===== src/rtl/pipeline_hazard_ctrl.sv =====
// ---------------------------------------------------------------------------
// pipeline_hazard_ctrl
//
// Hazard and stall controller for a five-stage in-order pipeline. It detects
// load-use hazards between ID and EXE, flushes wrong-path instructions on a
// taken branch, and freezes the pipeline while the MEM stage waits for memory.
// The pipeline-register controls are combinational on the current cycle so
// that the stall/flush takes effect on the very next clock edge.
//
// Parameters
//   REG_FILE_ADDR_LEN : register-address width
//   LOAD_STALL        : bubbles inserted per load-use hazard (1..7)
//
// Ports
//   clk, rst                : clock, asynchronous active-high reset
//   id_src1/id_src2         : source registers of the instruction in ID
//   id_use_src1/id_use_src2 : matching source is actually read
//   exe_dest                : destination of the instruction in ID/EXE
//   exe_mem_r_en            : instruction in EXE is a load
//   br_taken                : taken branch resolved in EXE this cycle
//   mem_req, mem_ready      : MEM stage accessing memory / memory done
//   pc_hold .. exemem_hold  : pipeline register controls
//   state                   : RUN=0, LDSTALL=1, MEMWAIT=2
//   stall_cnt               : saturating count of cycles with pc_hold=1
// ---------------------------------------------------------------------------
module pipeline_hazard_ctrl #(
  parameter int REG_FILE_ADDR_LEN = 4,
  parameter int LOAD_STALL        = 1
) (
  input  logic                         clk,
  input  logic                         rst,
  input  logic [REG_FILE_ADDR_LEN-1:0] id_src1,
  input  logic [REG_FILE_ADDR_LEN-1:0] id_src2,
  input  logic                         id_use_src1,
  input  logic                         id_use_src2,
  input  logic [REG_FILE_ADDR_LEN-1:0] exe_dest,
  input  logic                         exe_mem_r_en,
  input  logic                         br_taken,
  input  logic                         mem_req,
  input  logic                         mem_ready,
  output logic                         pc_hold,
  output logic                         ifid_hold,
  output logic                         ifid_flush,
  output logic                         idexe_hold,
  output logic                         idexe_bubble,
  output logic                         exemem_hold,
  output logic [1:0]                   state,
  output logic [15:0]                  stall_cnt
);

  typedef enum logic [1:0] {
    RUN     = 2'd0,
    LDSTALL = 2'd1,
    MEMWAIT = 2'd2
  } state_t;

  // Bubbles still owed after the first one, loaded when a hazard is detected.
  localparam logic [2:0] REMAIN_INIT = 3'(LOAD_STALL - 1);

  state_t      state_r;
  state_t      state_nxt_s;
  state_t      ret_state_r;
  state_t      ret_state_nxt_s;
  logic [2:0]  remain_r;
  logic [2:0]  remain_nxt_s;
  logic [15:0] stall_cnt_r;

  logic hazard_s;
  logic memwait_s;
  logic pc_hold_s;
  logic ifid_hold_s;
  logic ifid_flush_s;
  logic idexe_hold_s;
  logic idexe_bubble_s;
  logic exemem_hold_s;

  // Load-use hazard and memory-wait detection.
  always_comb begin
    hazard_s  = exe_mem_r_en &&
                (exe_dest != {REG_FILE_ADDR_LEN{1'b0}}) &&
                ((id_use_src1 && (id_src1 == exe_dest)) ||
                 (id_use_src2 && (id_src2 == exe_dest)));
    memwait_s = mem_req && !mem_ready;
  end

  // Next-state and pipeline-control decode; priority memwait > branch > hazard.
  always_comb begin
    state_nxt_s     = state_r;
    ret_state_nxt_s = ret_state_r;
    remain_nxt_s    = remain_r;
    pc_hold_s       = 1'b0;
    ifid_hold_s     = 1'b0;
    ifid_flush_s    = 1'b0;
    idexe_hold_s    = 1'b0;
    idexe_bubble_s  = 1'b0;
    exemem_hold_s   = 1'b0;

    case (state_r)
      RUN: begin
        if (memwait_s) begin
          pc_hold_s       = 1'b1;
          ifid_hold_s     = 1'b1;
          idexe_hold_s    = 1'b1;
          exemem_hold_s   = 1'b1;
          state_nxt_s     = MEMWAIT;
          ret_state_nxt_s = RUN;
        end else if (br_taken) begin
          // The branch squashes the instruction in ID, so any hazard it has
          // is irrelevant.
          ifid_flush_s   = 1'b1;
          idexe_bubble_s = 1'b1;
          state_nxt_s    = RUN;
        end else if (hazard_s) begin
          pc_hold_s      = 1'b1;
          ifid_hold_s    = 1'b1;
          idexe_bubble_s = 1'b1;
          if (LOAD_STALL > 1) begin
            state_nxt_s  = LDSTALL;
            remain_nxt_s = REMAIN_INIT;
          end else begin
            state_nxt_s  = RUN;
          end
        end else begin
          state_nxt_s = RUN;
        end
      end

      LDSTALL: begin
        if (memwait_s) begin
          // Freeze with remain untouched; the stall resumes after release.
          pc_hold_s       = 1'b1;
          ifid_hold_s     = 1'b1;
          idexe_hold_s    = 1'b1;
          exemem_hold_s   = 1'b1;
          state_nxt_s     = MEMWAIT;
          ret_state_nxt_s = LDSTALL;
        end else if (br_taken) begin
          ifid_flush_s   = 1'b1;
          idexe_bubble_s = 1'b1;
          state_nxt_s    = RUN;
          remain_nxt_s   = 3'd0;
        end else begin
          pc_hold_s      = 1'b1;
          ifid_hold_s    = 1'b1;
          idexe_bubble_s = 1'b1;
          // A zero remain cannot be reached legally; treat it as the last one.
          if (remain_r <= 3'd1) begin
            state_nxt_s  = RUN;
            remain_nxt_s = 3'd0;
          end else begin
            state_nxt_s  = LDSTALL;
            remain_nxt_s = remain_r - 3'd1;
          end
        end
      end

      MEMWAIT: begin
        // EXE is frozen here, so a branch is re-presented after release.
        if (!mem_ready) begin
          pc_hold_s     = 1'b1;
          ifid_hold_s   = 1'b1;
          idexe_hold_s  = 1'b1;
          exemem_hold_s = 1'b1;
          state_nxt_s   = MEMWAIT;
        end else begin
          state_nxt_s   = ret_state_r;
        end
      end

      default: begin
        state_nxt_s     = RUN;
        ret_state_nxt_s = RUN;
        remain_nxt_s    = 3'd0;
      end
    endcase
  end

  // Outputs are forced low during reset; flush always overrides an IF/ID hold.
  assign pc_hold      = !rst && pc_hold_s;
  assign ifid_flush   = !rst && ifid_flush_s;
  assign ifid_hold    = !rst && ifid_hold_s && !ifid_flush_s;
  assign idexe_hold   = !rst && idexe_hold_s;
  assign idexe_bubble = !rst && idexe_bubble_s;
  assign exemem_hold  = !rst && exemem_hold_s;
  assign state        = state_r;
  assign stall_cnt    = stall_cnt_r;

  // Controller state, return state, bubble counter and saturating stall count.
  always_ff @(posedge clk or posedge rst) begin
    if (rst) begin
      state_r     <= RUN;
      ret_state_r <= RUN;
      remain_r    <= 3'd0;
      stall_cnt_r <= 16'd0;
    end else begin
      state_r     <= state_nxt_s;
      ret_state_r <= ret_state_nxt_s;
      remain_r    <= remain_nxt_s;
      if (pc_hold && (stall_cnt_r != 16'hFFFF)) begin
        stall_cnt_r <= stall_cnt_r + 16'd1;
      end else begin
        stall_cnt_r <= stall_cnt_r;
      end
    end
  end

endmodule


===== config.mk =====
export PLATFORM = sky130hd
export DESIGN_NAME = pipeline_hazard_ctrl
export DESIGN_NICKNAME = d
export VERILOG_FILES = /design/src/rtl/pipeline_hazard_ctrl.sv
export SDC_FILE = /design/constraint.sdc
export NUM_CORES = 1
export LEC_CHECK = 0
export CORE_UTILIZATION = 48
export CTS_BUF_LIST = sky130_fd_sc_hd__clkbuf_4 sky130_fd_sc_hd__clkbuf_8 sky130_fd_sc_hd__clkbuf_16
export CTS_CLUSTER_DIAMETER = 50
export DETAILED_ROUTE_END_ITERATION = 16
export PLACE_DENSITY = 0.9
export SETUP_SLACK_MARGIN = 0.3
export SLEW_MARGIN = 20
export SYNTH_ARGS = -nofsm -noshare
export SYNTH_HDL_FRONTEND = slang
export SYNTH_SLANG_ARGS = --single-unit

===== constraint.sdc =====
create_clock -name clk -period 3.54 [get_ports clk]
set_input_delay 0.531 -clock clk [delete_from_list [all_inputs] [get_ports clk]]
set_output_delay 0.531 -clock clk [all_outputs]
set_load 0.02 [all_outputs]

======== Word level (Yosys, flattened, before mapping) ========
Index checks and enable logic that the tools add are counted.
cells by class
  divide/modulo/power cells ............... 0
  mux-type cells .......................... 29
  equality and inequality tests ........... 8
  shift-type cells ........................ 0
  bitwise operators ....................... 2
  add/sub/neg operators ................... 2
  reduce and logical (&&, ||, !) cells .... 21
  order comparisons ....................... 1
  $mul .................................... 0
operators with widths
  operator                                             number
  adder 16 x 1 -> 16 bit, second input constant        1
  inequality test 16 bit, second input constant        1
  two-way mux 1 bit                                    15
  one-hot mux 2 bit (3 select lines)                   2
  logical AND 1 bit                                    11
  two-way mux 2 bit                                    5
  two-way mux 3 bit                                    3
  == test 4 bit                                        2
  inequality test 2 bit, second input constant         3
  one-hot mux 3 bit (2 select lines)                   1
  one-hot mux 1 bit (2 select lines)                   2
  nonzero test 4 bit                                   1
  OR reduction 2 bit                                   2
  <= comparator 3 x 1 -> 1 bit, second input constant  1
  logical NOT 1 bit                                    3
  one-hot mux 1 bit (3 select lines)                   1
  AND reduction 3 bit                                  1
  subtractor 3 x 1 -> 3 bit, second input constant     1
  == test 2 x 1 -> 1 bit, second input constant        1
  == test 2 bit, second input constant                 1
  logical NOT 2 bit                                    1
  inverter 1 bit                                       2
  AND reduction 2 bit                                  1
  logical OR 1 bit                                     1
storage, ports and cells
  ROM bits ................................ 0
  word-level logic and storage cells ...... 67
  bits in registers ....................... 23
  latch bits .............................. 0
  input bits .............................. 20
  memories ................................ 0
  memory bits (writable) .................. 0
  output and inout bits ................... 24

======== Logic depth before layout (Yosys ltp) ========
  depth in word-level cells ............... 10
  mapped depth ............................ 7
  mapped depth without buffers ............ 7

======== Worst setup path after synthesis ========
Ideal clock, no wire load.
  kind .................................... input to output
  start point ............................. in rst
  end point ............................... out idexe_hold
  slack ................................... 996 ps
  data arrival time ....................... 2013 ps
  stages on the path ...................... 5
  data required time ...................... 3009 ps
  cells stage by stage .................... inv_1 > nand2_1 > buf_2 > inv_1 > buf_4
on the way
  word-level cells in the longest chain between the ends .. 2
RTL lines
  what                         RTL line  RTL
  from (decl)                  31        input logic rst,
  logical NOT 1 bit (no line)  --
  logical AND 1 bit            --
  to (decl)                    44        output logic idexe_hold,
No other way between the ends.

======== Worst setup path after layout ========
  start point ............................. in exe_dest[1]
  end point ............................... out idexe_bubble
on the way
  word-level cells in the longest chain between the ends .. 9
  elaborated cells between the ends (all ways) .. 13
  classes of those cells .................. eq/ne: 2; mux: 4; reduce/logical: 7
RTL lines
  what                                  RTL line  RTL
  from (decl)                           36        input logic [REG_FILE_ADDR_LEN-1:0] exe_dest,
  == test 4 bit (on tied branches)      81, 82
  logical AND 1 bit (on tied branches)  81, 82
  logical OR 1 bit                      81        ((id_use_src1 && (id_src1 == exe_dest)) ||
  logical AND 1 bit *                   80        (exe_dest != {REG_FILE_ADDR_LEN{1'b0}}) &&
  two-way mux 1 bit *                   113       end else if (hazard_s) begin
  two-way mux 1 bit *                   107       end else if (br_taken) begin
  two-way mux 1 bit *                   100       if (memwait_s) begin
  one-hot mux 1 bit (2 select lines) *  98        case (state_r)
  logical AND 1 bit *                   183       assign idexe_bubble = !rst && idexe_bubble_s;
  to (decl)                             45        output logic idexe_bubble,
Every way passes the cells marked *; elsewhere a longest branch is shown, timed or not.

==> reports/results.tsv <==
metric	value	unit
element_type_at_the_critical_path_end	output pin	
initial_core_util	50.2	%
synthSimpleGateAreaFrac	16.5	%
design.portCount	44	
synth_area_leader_cell	sky130_fd_sc_hd__dfrtp_1	
fin_cells	207	
synth-adder-area-share	2.74	%
final_min_period_over_clock_period	85.9	%
critical_path.startpoint	exe_dest[1]	
grt_first_pass_wirelength	5240	µm
slew-limit-headroom	55.0	%
clock_insertion_delay_worst_skew	0.32	ns
dominant_combinational_cell_family_by_area_after_synthesis	compound AO/OA/AOI/OAI gates	
slew_violations	0	
die_h	55.5	µm
num_vias	1208	
hold_viol_final	0	
finalWorstPathRequiredPeriod	3.04	ns
drt-wirelength-per-cell	15.0	µm
cp.buffers_inverters	2	
wl_met2	1620	µm
numPortBuffers	43	
reg2reg_setup_slack	1.32	ns
ir_worst_vdd	0.455	mV
syn2layout_area_growth	37.7	%
worst-endpoint-required	3.01	ns
critical_path_depth	7	
cts.clk_slew.worst_paths	0.12	ns
finClkSkew	0.00763	ns
number_of_enable_flip_flop_cells_after_synthesis	0	
gp_congestion	0.779	
run_status	finished, final reports clean	
synth_top_area_share	40.1	%
drt_met1_wl	1230	µm
clkSinkCount	22	
cts.repair_timing.setup_buffer_count	0	
initial_antenna_violation_count	0	
postSynthRegisterBits	22	
grt_setup_unrepaired	no	
yosys_warnings	0	
critical-path-slowest-cell	sky130_fd_sc_hd__clkdlybuf4s50_1	
endpoint	idexe_bubble	
dieWidth	55.5	µm
yosys.cell_count.top_type	sky130_fd_sc_hd__dfrtp_1	
synthesized_cell_area	0.00137	mm²
min_path_type	flip-flop to flip-flop	
worstMarginPinSlew	0.670	ns
arrival	2.51	ns
diode_insertion_count_for_antenna_repair	0	
dp.final_hpwl	2370	µm
cts-htree-levels	1	
ant_nets	0	
worst-r2r-cell-count	6	
synthesized_instance_count	131	
max_cap_violations	0	
placedCellCount	203	
finish.net_count	200	
grt_remaining_overflow	0	
total_cts_buffers	3	
yosysUniqueCellTypes	35	
post_synth.cell_area_avg	10.5	µm²
layout-drive-gt1-share	11.4	%
leakage	0.000782	µW
grt.total_usage	21.5	%
detail_route.drc_violations	0	
critical-path-top-delay-family	buffers and inverters	
ctsHoldBuffers	0	
first_global_vias	1209	
dr_wl_met3	226	µm
yosys.area_share.xor_xnor	14.7	%
synth_seq_area_share	40.1	%
tritoncts	built	
pin_count_of_the_biggest_net_entering_global_routing	16	
crit_path_start_kind	input pin	
power_density	464	mW/mm²
tns	0	ns
worstPathMaxFanout	3	
multiplexer_fraction_of_the_synthesized_cell_area	0.821	%
drt_iter0_drc	25	
mappedNetlistNets	154	
placeableCoreArea	0.00273	mm²
criticalPathCategory	input pin to output pin	
crit_path_max_incr_delay	0.65	ns
route.top_layer_used	met4	
detail_route.first_pass.iterations	4	
synth_top_cells_by_count	22 x sky130_fd_sc_hd__dfrtp_1, 17 x sky130_fd_sc_hd__xor2_1, 10 x sky130_fd_sc_hd__nand2_1	
synthFlopType	sky130_fd_sc_hd__dfrtp_1	
row_count	19	
synth.top_cells.by_area	sky130_fd_sc_hd__dfrtp_1 40%, sky130_fd_sc_hd__xor2_1 11%, sky130_fd_sc_hd__a2111oi_4 4.0%	
die-area	0.00307	mm²
critical_path.cell_chain	clkdlybuf4s50_1 -> o41a_1 -> nand3_1 -> nor4_2 -> nor4_1 -> nor4_1 -> clkdlybuf4s50_1	
postSynth.asyncResetShare	100	%
hold_start	stall_cnt[3]	
cts.path.max_buffers	2	
fmaxAchievable	0.329	GHz
clock-root-buffer	sky130_fd_sc_hd__clkbuf_4	
finalSetupViolations	0	
synth_compound_area_share	20.3	%
routed_wl	3110	µm
r2r_start	stall_cnt[5]	
vias_per_cell	5.84	
worst_r2r_endpoint	stall_cnt[1]	
## stage by stage
step | total power [µW] | area, µm² | util [%] | hold WS, ns | worst slack [ns]
floorplan | 530 | 1370 | - | 0.450 | 0.996
global placement | 667 | 1830 | 67.0 | 0.464 | 0.403
detailed placement | 682 | 1830 | 67.0 | 0.478 | 0.376
CTS | 879 | 1880 | 68.9 | 0.505 | 0.365
global route | 919 | 1890 | 69.1 | 0.527 | 0.351
finish | 876 | 1890 | 69.1 | 0.507 | 0.500
## layout make-up
cell class	instances	area (µm²)
tap	31	38.8
multi-input combinational	95	754
fill	207	846
inverter	9	33.8
clock buffer	3	22.5
timing repair buffer	46	458
clock inverter	1	30.0
sequential	22	551
## power breakdown
group          leakage (µW)  internal, µW  total, µW  switching (µW)
registers          0.000277           292        349            57.8
clock network     0.0000279           115        198            83.3
logic              0.000477           144        329             185
## sequential cells by signal, indices dropped and copies added (netlist names)
name,flops
remain_r,3
ret_state_r,1
stall_cnt,16
state,2
## worst min path at each step
stage / endpoint / slack (ns) / cells past startpoint
after floorplan: remain_r[1] / 0.45 / 2
after global placement: remain_r[1] / 0.46 / 2
after detailed placement: remain_r[1] / 0.48 / 2
after CTS: stall_cnt[3] / 0.51 / 1
after global routing: stall_cnt[10] / 0.53 / 1
final: stall_cnt[3] / 0.51 / 1
## cells by family after synthesis
logic type               Yosys count
adder cells (fa/ha/maj)            3
AND/OR/NAND/NOR                   39
buffers and inverters             14
multiplexers                       1
XOR/XNOR                          23
flip-flops                        22
AO/OA/AOI/OAI                     29
## worst register-to-register path, cell delays in order, from the launching register on
cell	delay (ns)
sky130_fd_sc_hd__dfrtp_1	0.45
sky130_fd_sc_hd__nand4_2	0.20
sky130_fd_sc_hd__or3_4	0.45
sky130_fd_sc_hd__or3_1	0.35
sky130_fd_sc_hd__nor2_1	0.19
sky130_fd_sc_hd__a21o_2	0.15
sky130_fd_sc_hd__mux2_2	0.32
## cells in the final DEF, fill, tap and decap left out, types with 2 or more instances in the layout
master	Yosys	layout
sky130_fd_sc_hd__clkdlybuf4s50_1	0	41
sky130_fd_sc_hd__dfrtp_1	22	22
sky130_fd_sc_hd__xor2_1	17	17
sky130_fd_sc_hd__nand2_1	10	10
sky130_fd_sc_hd__inv_1	9	9
sky130_fd_sc_hd__nand3_1	7	7
sky130_fd_sc_hd__xnor2_1	6	6
sky130_fd_sc_hd__o21ai_0	6	6
sky130_fd_sc_hd__a2111oi_0	6	6
sky130_fd_sc_hd__nor2_1	5	5
sky130_fd_sc_hd__nand2b_1	4	4
sky130_fd_sc_hd__a211oi_1	4	4
sky130_fd_sc_hd__a21oi_1	3	3
sky130_fd_sc_hd__a2111oi_2	3	3
sky130_fd_sc_hd__ha_1	3	3
sky130_fd_sc_hd__clkbuf_4	0	3
sky130_fd_sc_hd__buf_4	1	3
sky130_fd_sc_hd__nor4_2	2	2
sky130_fd_sc_hd__nand4_1	2	2
sky130_fd_sc_hd__nor4_1	2	2
sky130_fd_sc_hd__a2111oi_4	2	2
sky130_fd_sc_hd__dlymetal6s2s_1	0	2
## layer usage
metal  global-route usage, %  vias up
li1                        -      567
met1                    23.8      577
met2                    39.8       59
met3                    5.62        5
met4                    6.43        0
met5                       0        -
## repair_timing
action                                 CTS  global route
setup endpoints to repair                0             2
gates resized for setup                  0             2
endpoints found under the hold margin    0             0
(Power assumes the default switching activity.)
